[config.mk]
export PLATFORM = sky130hd
export DESIGN_NAME = dmem_arbiter
export DESIGN_NICKNAME = d
export VERILOG_FILES = /design/src/rtl/dmem_arbiter_pkg.sv /design/src/rtl/dmem_arbiter_rr_picker2.sv /design/src/rtl/dmem_arbiter.sv
export SDC_FILE = /design/constraint.sdc
export NUM_CORES = 1
export LEC_CHECK = 0
export ABC_AREA = 1
export BUFFER_PORTS_ARGS = -buffer_cell sky130_fd_sc_hd__buf_4
export CAP_MARGIN = 15
export CORE_UTILIZATION = 50
export DETAILED_ROUTE_END_ITERATION = 10
export GPL_TIMING_DRIVEN = 0
export HOLD_SLACK_MARGIN = 0.15
export MAX_ROUTING_LAYER = met4
export PLACE_DENSITY = 0.86
export SLEW_MARGIN = 20
export SYNTH_ARGS = -nofsm -noshare
export SYNTH_HDL_FRONTEND = slang
export SYNTH_HIERARCHICAL = 1
export SYNTH_SLANG_ARGS = --single-unit
[constraint.sdc]
create_clock -name clock -period 3.6 [get_ports clock]
set_input_delay 0.18 -clock clock [delete_from_list [all_inputs] [get_ports clock]]
set_output_delay 0.18 -clock clock [all_outputs]
set_load 0.02 [all_outputs]
[src/rtl/dmem_arbiter_pkg.sv]
// Shared definitions for the dmem arbiter: default widths, FSM states and
// the requester index encoding used for ownership and round-robin history.
package dmem_arbiter_pkg;

   localparam int ADDR_W_DEF = 12;
   localparam int DATA_W_DEF = 32;

   typedef enum logic [1:0] {
      IDLE  = 2'd0,
      ISSUE = 2'd1,
      WAIT  = 2'd2,
      DONE  = 2'd3
   } state_t;

   localparam logic OWNER_P = 1'b0;
   localparam logic OWNER_L = 1'b1;

endpackage

[src/rtl/dmem_arbiter_rr_picker2.sv]
// Two-way round-robin picker: a lone requester wins, a tie goes to the
// requester that was not served last.
module rr_picker2
   import dmem_arbiter_pkg::*;
(
   input  logic req_p,
   input  logic req_l,
   input  logic last_served,
   output logic winner,
   output logic valid
);

   always_comb begin
      valid  = req_p | req_l;
      winner = OWNER_P;
      if (req_p && req_l) begin
         winner = ~last_served;
      end else if (req_l) begin
         winner = OWNER_L;
      end
   end

endmodule

[src/rtl/dmem_arbiter.sv]
// Arbitrates a processor and a loader onto one synchronous-read dmem port;
// each granted access walks IDLE -> ISSUE -> WAIT -> DONE.
module dmem_arbiter
   import dmem_arbiter_pkg::*;
#(
   parameter int ADDR_W = ADDR_W_DEF,
   parameter int DATA_W = DATA_W_DEF
) (
   input  logic              clock,
   input  logic              reset,
   input  logic              p_req,
   input  logic              p_we,
   input  logic [ADDR_W-1:0] p_addr,
   input  logic [DATA_W-1:0] p_wdata,
   output logic              p_ack,
   output logic [DATA_W-1:0] p_rdata,
   input  logic              l_req,
   input  logic              l_we,
   input  logic [ADDR_W-1:0] l_addr,
   input  logic [DATA_W-1:0] l_wdata,
   output logic              l_ack,
   output logic [DATA_W-1:0] l_rdata,
   output logic [ADDR_W-1:0] address_dmem,
   output logic [DATA_W-1:0] data,
   output logic              wren,
   input  logic [DATA_W-1:0] q_dmem,
   output logic              busy
);

   state_t              state_q, state_d;
   logic                owner_q, owner_d;
   logic                we_q, we_d;
   logic [ADDR_W-1:0]   addr_q, addr_d;
   logic [DATA_W-1:0]   wdata_q, wdata_d;
   logic [DATA_W-1:0]   p_rdata_q, p_rdata_d;
   logic [DATA_W-1:0]   l_rdata_q, l_rdata_d;
   logic                last_served_q, last_served_d;
   logic                pick_winner;
   logic                pick_valid;

   rr_picker2 u_picker (
      .req_p       (p_req),
      .req_l       (l_req),
      .last_served (last_served_q),
      .winner      (pick_winner),
      .valid       (pick_valid)
   );

   always_ff @(posedge clock or negedge reset) begin
      if (!reset) begin
         state_q       <= IDLE;
         owner_q       <= OWNER_P;
         we_q          <= 1'b0;
         addr_q        <= '0;
         wdata_q       <= '0;
         p_rdata_q     <= '0;
         l_rdata_q     <= '0;
         last_served_q <= OWNER_L;
      end else begin
         state_q       <= state_d;
         owner_q       <= owner_d;
         we_q          <= we_d;
         addr_q        <= addr_d;
         wdata_q       <= wdata_d;
         p_rdata_q     <= p_rdata_d;
         l_rdata_q     <= l_rdata_d;
         last_served_q <= last_served_d;
      end
   end

   // Only the IDLE sample touches requester inputs, so later input changes
   // cannot disturb an access already in flight.
   always_comb begin
      state_d       = state_q;
      owner_d       = owner_q;
      we_d          = we_q;
      addr_d        = addr_q;
      wdata_d       = wdata_q;
      p_rdata_d     = p_rdata_q;
      l_rdata_d     = l_rdata_q;
      last_served_d = last_served_q;
      unique case (state_q)
         IDLE: begin
            if (pick_valid) begin
               owner_d = pick_winner;
               we_d    = (pick_winner == OWNER_L) ? l_we    : p_we;
               addr_d  = (pick_winner == OWNER_L) ? l_addr  : p_addr;
               wdata_d = (pick_winner == OWNER_L) ? l_wdata : p_wdata;
               state_d = ISSUE;
            end
         end
         ISSUE: state_d = WAIT;
         WAIT: begin
            if (owner_q == OWNER_L) begin
               l_rdata_d = q_dmem;
            end else begin
               p_rdata_d = q_dmem;
            end
            state_d = DONE;
         end
         DONE: begin
            last_served_d = owner_q;
            state_d       = IDLE;
         end
         default: state_d = IDLE;
      endcase
   end

   // wren decodes straight from the state flop so an async reset kills it at once.
   always_comb begin
      wren         = (state_q == ISSUE) && we_q;
      p_ack        = (state_q == DONE) && (owner_q == OWNER_P);
      l_ack        = (state_q == DONE) && (owner_q == OWNER_L);
      busy         = (state_q != IDLE);
      address_dmem = addr_q;
      data         = wdata_q;
      p_rdata      = p_rdata_q;
      l_rdata      = l_rdata_q;
   end

endmodule

---- After elaboration in Yosys (flattened, before gate mapping) ----
Cells that the tools add are included.
operators by class
  equality and inequality tests ........... 4
  mux-type cells .......................... 7
  bitwise operators ....................... 3
  reductions and logical operators ........ 9
operators by type and width
  operator                                                               number
  32-bit 2-to-1 mux                                                      1
  12-bit 2-to-1 mux                                                      1
  2-bit case mux with 4 select lines                                     1
  2-bit AND reduction                                                    3
  2-bit equality test, second input constant                             2
  1-bit logical AND                                                      4
  1-bit 2-to-1 mux                                                       3
  2-bit by 1-bit equality test with 1-bit output, second input constant  1
  2-bit logical NOT                                                      1
  2-bit 2-to-1 mux                                                       1
  2-bit != test, second input constant                                   1
  1-bit inverter                                                         2
  2-bit nonzero test                                                     1
  1-bit bitwise OR                                                       1
word-level totals
  flip-flop bits (word level) ............. 113
  output and inout bits ................... 112

---- Logic depth before layout (Yosys ltp) ----
  word-level depth ........................ 3
  mapped depth ............................ 9

---- Cells and area by module ----
Netlist, hierarchy kept.
modules (own cells, without submodules)
  module        times used  cells each  area each (sq um)
  dmem_arbiter  1           603         4929.7
  rr_picker2    1           3           15.0

---- Worst setup path after synthesis ----
No wires, ideal clock.
  path kind ............................... reg2reg
  start ................................... reg state_q[0]
  end ..................................... reg l_rdata_q[10] (netlist: l_rdata[10])
  library setup time ...................... 121 ps
  arrival ................................. 1145 ps
  data required time ...................... 3479 ps
  path slack .............................. 2334 ps
  stages on the path, launching flop included .. 7
  period minus slack after synthesis ...... 1266 ps
  path through ............................ dfrtp_1 > inv_1 > ha_1 > nand2_2 > buf_2 > nand2_1 > o21ai_1
between the ends
  cells in the longest elaborated chain, start to end .. 2
ends and longest elaborated chain
  what                                  RTL line            RTL
  start: declaration                    dmem_arbiter.sv:30  state_t state_q, state_d;
  start signal: assignment              dmem_arbiter.sv:60  state_q <= state_d;
  2-bit equality test                   dmem_arbiter.sv:82  unique case (state_q)
  2-bit AND reduction (no source line)  --
  end signal: assignment                dmem_arbiter.sv:66  l_rdata_q <= l_rdata_d;
  end: declaration                      dmem_arbiter.sv:36  logic [DATA_W-1:0] l_rdata_q, l_rdata_d;
No other way between the ends.
A chain may end at the register's enable or synchronous reset.

---- Final worst setup path ----
  start ................................... reg last_served_q
  end ..................................... reg wdata_q[6] (netlist: data[6])
between the ends
  cells in the longest elaborated chain, start to end .. 3
ends and longest elaborated chain
  what                      RTL line                       RTL
  start: declaration        dmem_arbiter.sv:37             logic last_served_q, last_served_d;
  start signal: assignment  dmem_arbiter.sv:67             last_served_q <= last_served_d;
  1-bit inverter            dmem_arbiter_rr_picker2.sv:17  winner = ~last_served;
  1-bit 2-to-1 mux          dmem_arbiter_rr_picker2.sv:16  if (req_p && req_l) begin
  via pick_winner           dmem_arbiter.sv:38             logic pick_winner;
  32-bit 2-to-1 mux         dmem_arbiter.sv:88             wdata_d = (pick_winner == OWNER_L) ? l_wdata : p_wdata;
  end signal: assignment    dmem_arbiter.sv:64             wdata_q <= wdata_d;
  end: declaration          dmem_arbiter.sv:34             logic [DATA_W-1:0] wdata_q, wdata_d;
The timed path passes the listed nets, and every way through them passes these cells.

==> results.json <==
{
  "drt_iter0_markers": 426,
  "maxCapViolations": 0,
  "grt_most_used_layer": "met2",
  "yosys_warnings": 6,
  "cts_max_level": 4,
  "start_util_pct": 52.5,
  "drive_above_1_share_pct": 30.4,
  "mostFrequentLayoutCell": "nand2_1",
  "grt-ovfl-total": 0,
  "grt_first_pass_wirelength_um": 34600,
  "outcome": "finished clean",
  "placementRows": 35,
  "crit_arrival_ps": 2600,
  "fin_crit_sh_pct": 59.9,
  "setup_ws_ps": 1440,
  "synth_fp_nets": 736,
  "synth_cells": 606,
  "clk_latency_ps": 510,
  "synth_seq_cells": 113,
  "syn_to_final_growth_pct": 76.7,
  "ys_types": 19,
  "fin_crit_ps": 2160,
  "met1_usage_pct": 45.8,
  "cts_max_path_buffers": 2,
  "dr.pass1.iters": 7,
  "ios": 238,
  "place_hpwl_um": 10000,
  "place.port_buffers": 237,
  "num-fill-cells": 331,
  "setup_violations": 0,
  "rr_endpoint": "data[6]",
  "place_area_um2": 6890,
  "worst_slew_pin_slew_ps": 551,
  "fp.dieH_um": 101,
  "ctsResizeCount": 0,
  "dp_worst_setup_slack_ps": 2110,
  "power.density_nw_per_um2": 883,
  "cts_setup_buffers": 0,
  "endpoint": "data[6]",
  "worstPathRequired_ps": 4040,
  "hold_slack_ps": 198,
  "fin_area_um2": 8740,
  "crit_fanout": 10,
  "tritoncts": "yes",
  "grt_use_met3_pct": 20.4,
  "drc": 0,
  "r2r_slack_ps": 1440,
  "end_kind": "register",
  "cts_buffers": 17,
  "ys_seq_area_share_pct": 57.2,
  "wl_per_cell_um": 19.7,
  "slew_headroom_pct": 63.3,
  "hold_path_class": "in2async",
  "coreArea_um2": 9420,
  "worst_ir_drop_vdd_uv": 539,
  "skew_ps": 7.52,
  "rr_worst_depth": 9,
  "crit_start": "last_served_q",
  "mostFrequentLayoutCells": "342 x nand2_1, 246 x buf_4, 125 x dlygate4sd3_1, 112 x dfrtp_1, 41 x inv_1",
  "synth_area_um2": 4940,
  "grt_use_total_pct": 47.7,
  "vias": 6267,
  "rsz0062_at_grt": "false",
  "p_leak_uw": 0.00485,
  "clock-sinks": 113,
  "die_w_um": 101,
  "clk_pin_slew_ps": 60,
  "routed_wl_um": 22300,
  "nNetsFinal": 1118,
  "grt_max_degree": 114,
  "dieArea_um2": 10300,
  "gp_congestion": 0.969,
  "r2r_start": "last_served_q",
  "grt_util_met2_pct": 75.8,
  "tns_ps": 0,
  "antenna_found_initial": 4,
  "via_per_inst": 5.53,
  "synth_area_per_cell_um2": 8.16,
  "ant_nets": 0,
  "cts.root.buffer_cell": "clkbuf_8",
  "crit_type": "reg2reg",
  "final_core_util_pct": 92.8,
  "grt_pass1_vias": 6543,
  "final_hold_viol_count": 0,
  "worstSetupStartpointType": "register",
  "drv_slew": 0,
  "max_freq_mhz": 464
}
[metal layers]
| layer | wire, um | up-vias |
|---|---|---|
| met4 | 1800 | 0 |
| met5 | 0 | - |
| met1 | 7460 | 2951 |
| met2 | 11200 | 513 |
| met3 | 1920 | 189 |
| li1 | - | 2614 |
[worst min path at each step]
| stage | startpoint | end | slack [ps] | cells after the start |
|---|---|---|---|---|
| after CTS | p_req | data[27] | 280 | 6 |
| after global routing | reset | data[9] | 240 | 2 |
| after global placement | q_dmem[17] | l_rdata[17] | 440 | 3 |
| after detailed placement | reset | data[12] | 380 | 1 |
| final | reset | data[9] | 200 | 2 |
| after floorplan | reset | address_dmem[0] | -120 | 0 |
[area by class of cell]
type	count	area [um^2]	share of cell area, %
plain buffers	30	236	2.71
multi-input cells	420	1720	19.6
clock buffers	19	422	4.83
inverters	43	164	1.88
clock inverters	13	139	1.59
diodes	4	10.0	0.115
repair buffers	363	3060	35.0
flip-flops and latches	113	2830	32.4
well taps	129	161	1.85
[kinds of logic after synthesis]
family | count (synthesis) | share of synthesized area, %
and+or+nand+nor | 349 | 26.7
buffers and inverters | 73 | 8.10
DFF | 113 | 57.2
AOI/OAI and AO/OA | 67 | 6.93
adders and majority gates | 4 | 1.01
[sequential cells by signal, indices dropped and copies added, names as in the netlist]
register and count:
we_q 1, owner_q 1, state_q 2, address_dmem 12, p_rdata 32, data 32, l_rdata 32, last_served_q 1
[critical path, stage by stage, from the launching register on]
cell	delay (ps)
dfstp_2	530
a21oi_1	60
buf_4	180
inv_4	150
buf_6	170
nand2_1	90
nand2_1	170
dlygate4sd3_1	590
nand2_1	60
nand2_1	80
[Yosys cell counts]
library cell / instances / area [um^2]
nand2_4: 1 / 11.3
a21oi_1: 1 / 5.00
dfrtp_1: 112 / 2800
nor2_1: 4 / 15.0
ha_1: 4 / 50.1
buf_4: 10 / 75.1
or2_1: 1 / 6.26
inv_2: 1 / 3.75
inv_1: 41 / 154
buf_2: 9 / 45.0
o21ai_2: 2 / 17.5
dfstp_2: 1 / 26.3
o21ai_0: 34 / 170
inv_4: 1 / 6.26
nand2_2: 1 / 6.26
nand2_1: 342 / 1280
o21ai_1: 30 / 150
buf_6: 10 / 113
clkbuf_1: 1 / 3.75
[power breakdown]
group | total, uW | leakage [uW] | internal [uW] | switching (uW)
combinational | 3760 | 0.00320 | 1500 | 2260
clock | 1610 | 0.000260 | 983 | 629
sequential | 2340 | 0.00139 | 1900 | 438
[repair_timing]
item | in CTS | in global routing
setup endpoints to repair | 0 | 0
hold buffers | 125 | 0
hold endpoints to repair | 223 | 0
[stage by stage]
stage / total power (uW) / std cells
5_1_grt: 8060 / 1134
3_5_place_dp: 5560 / 972
4_1_cts: 7360 / 1129
3_3_place_gp: 5440 / 972
2_1_floorplan: 4070 / 606
6_report: 7710 / 1134
Power figures use the tool's default switching activity.
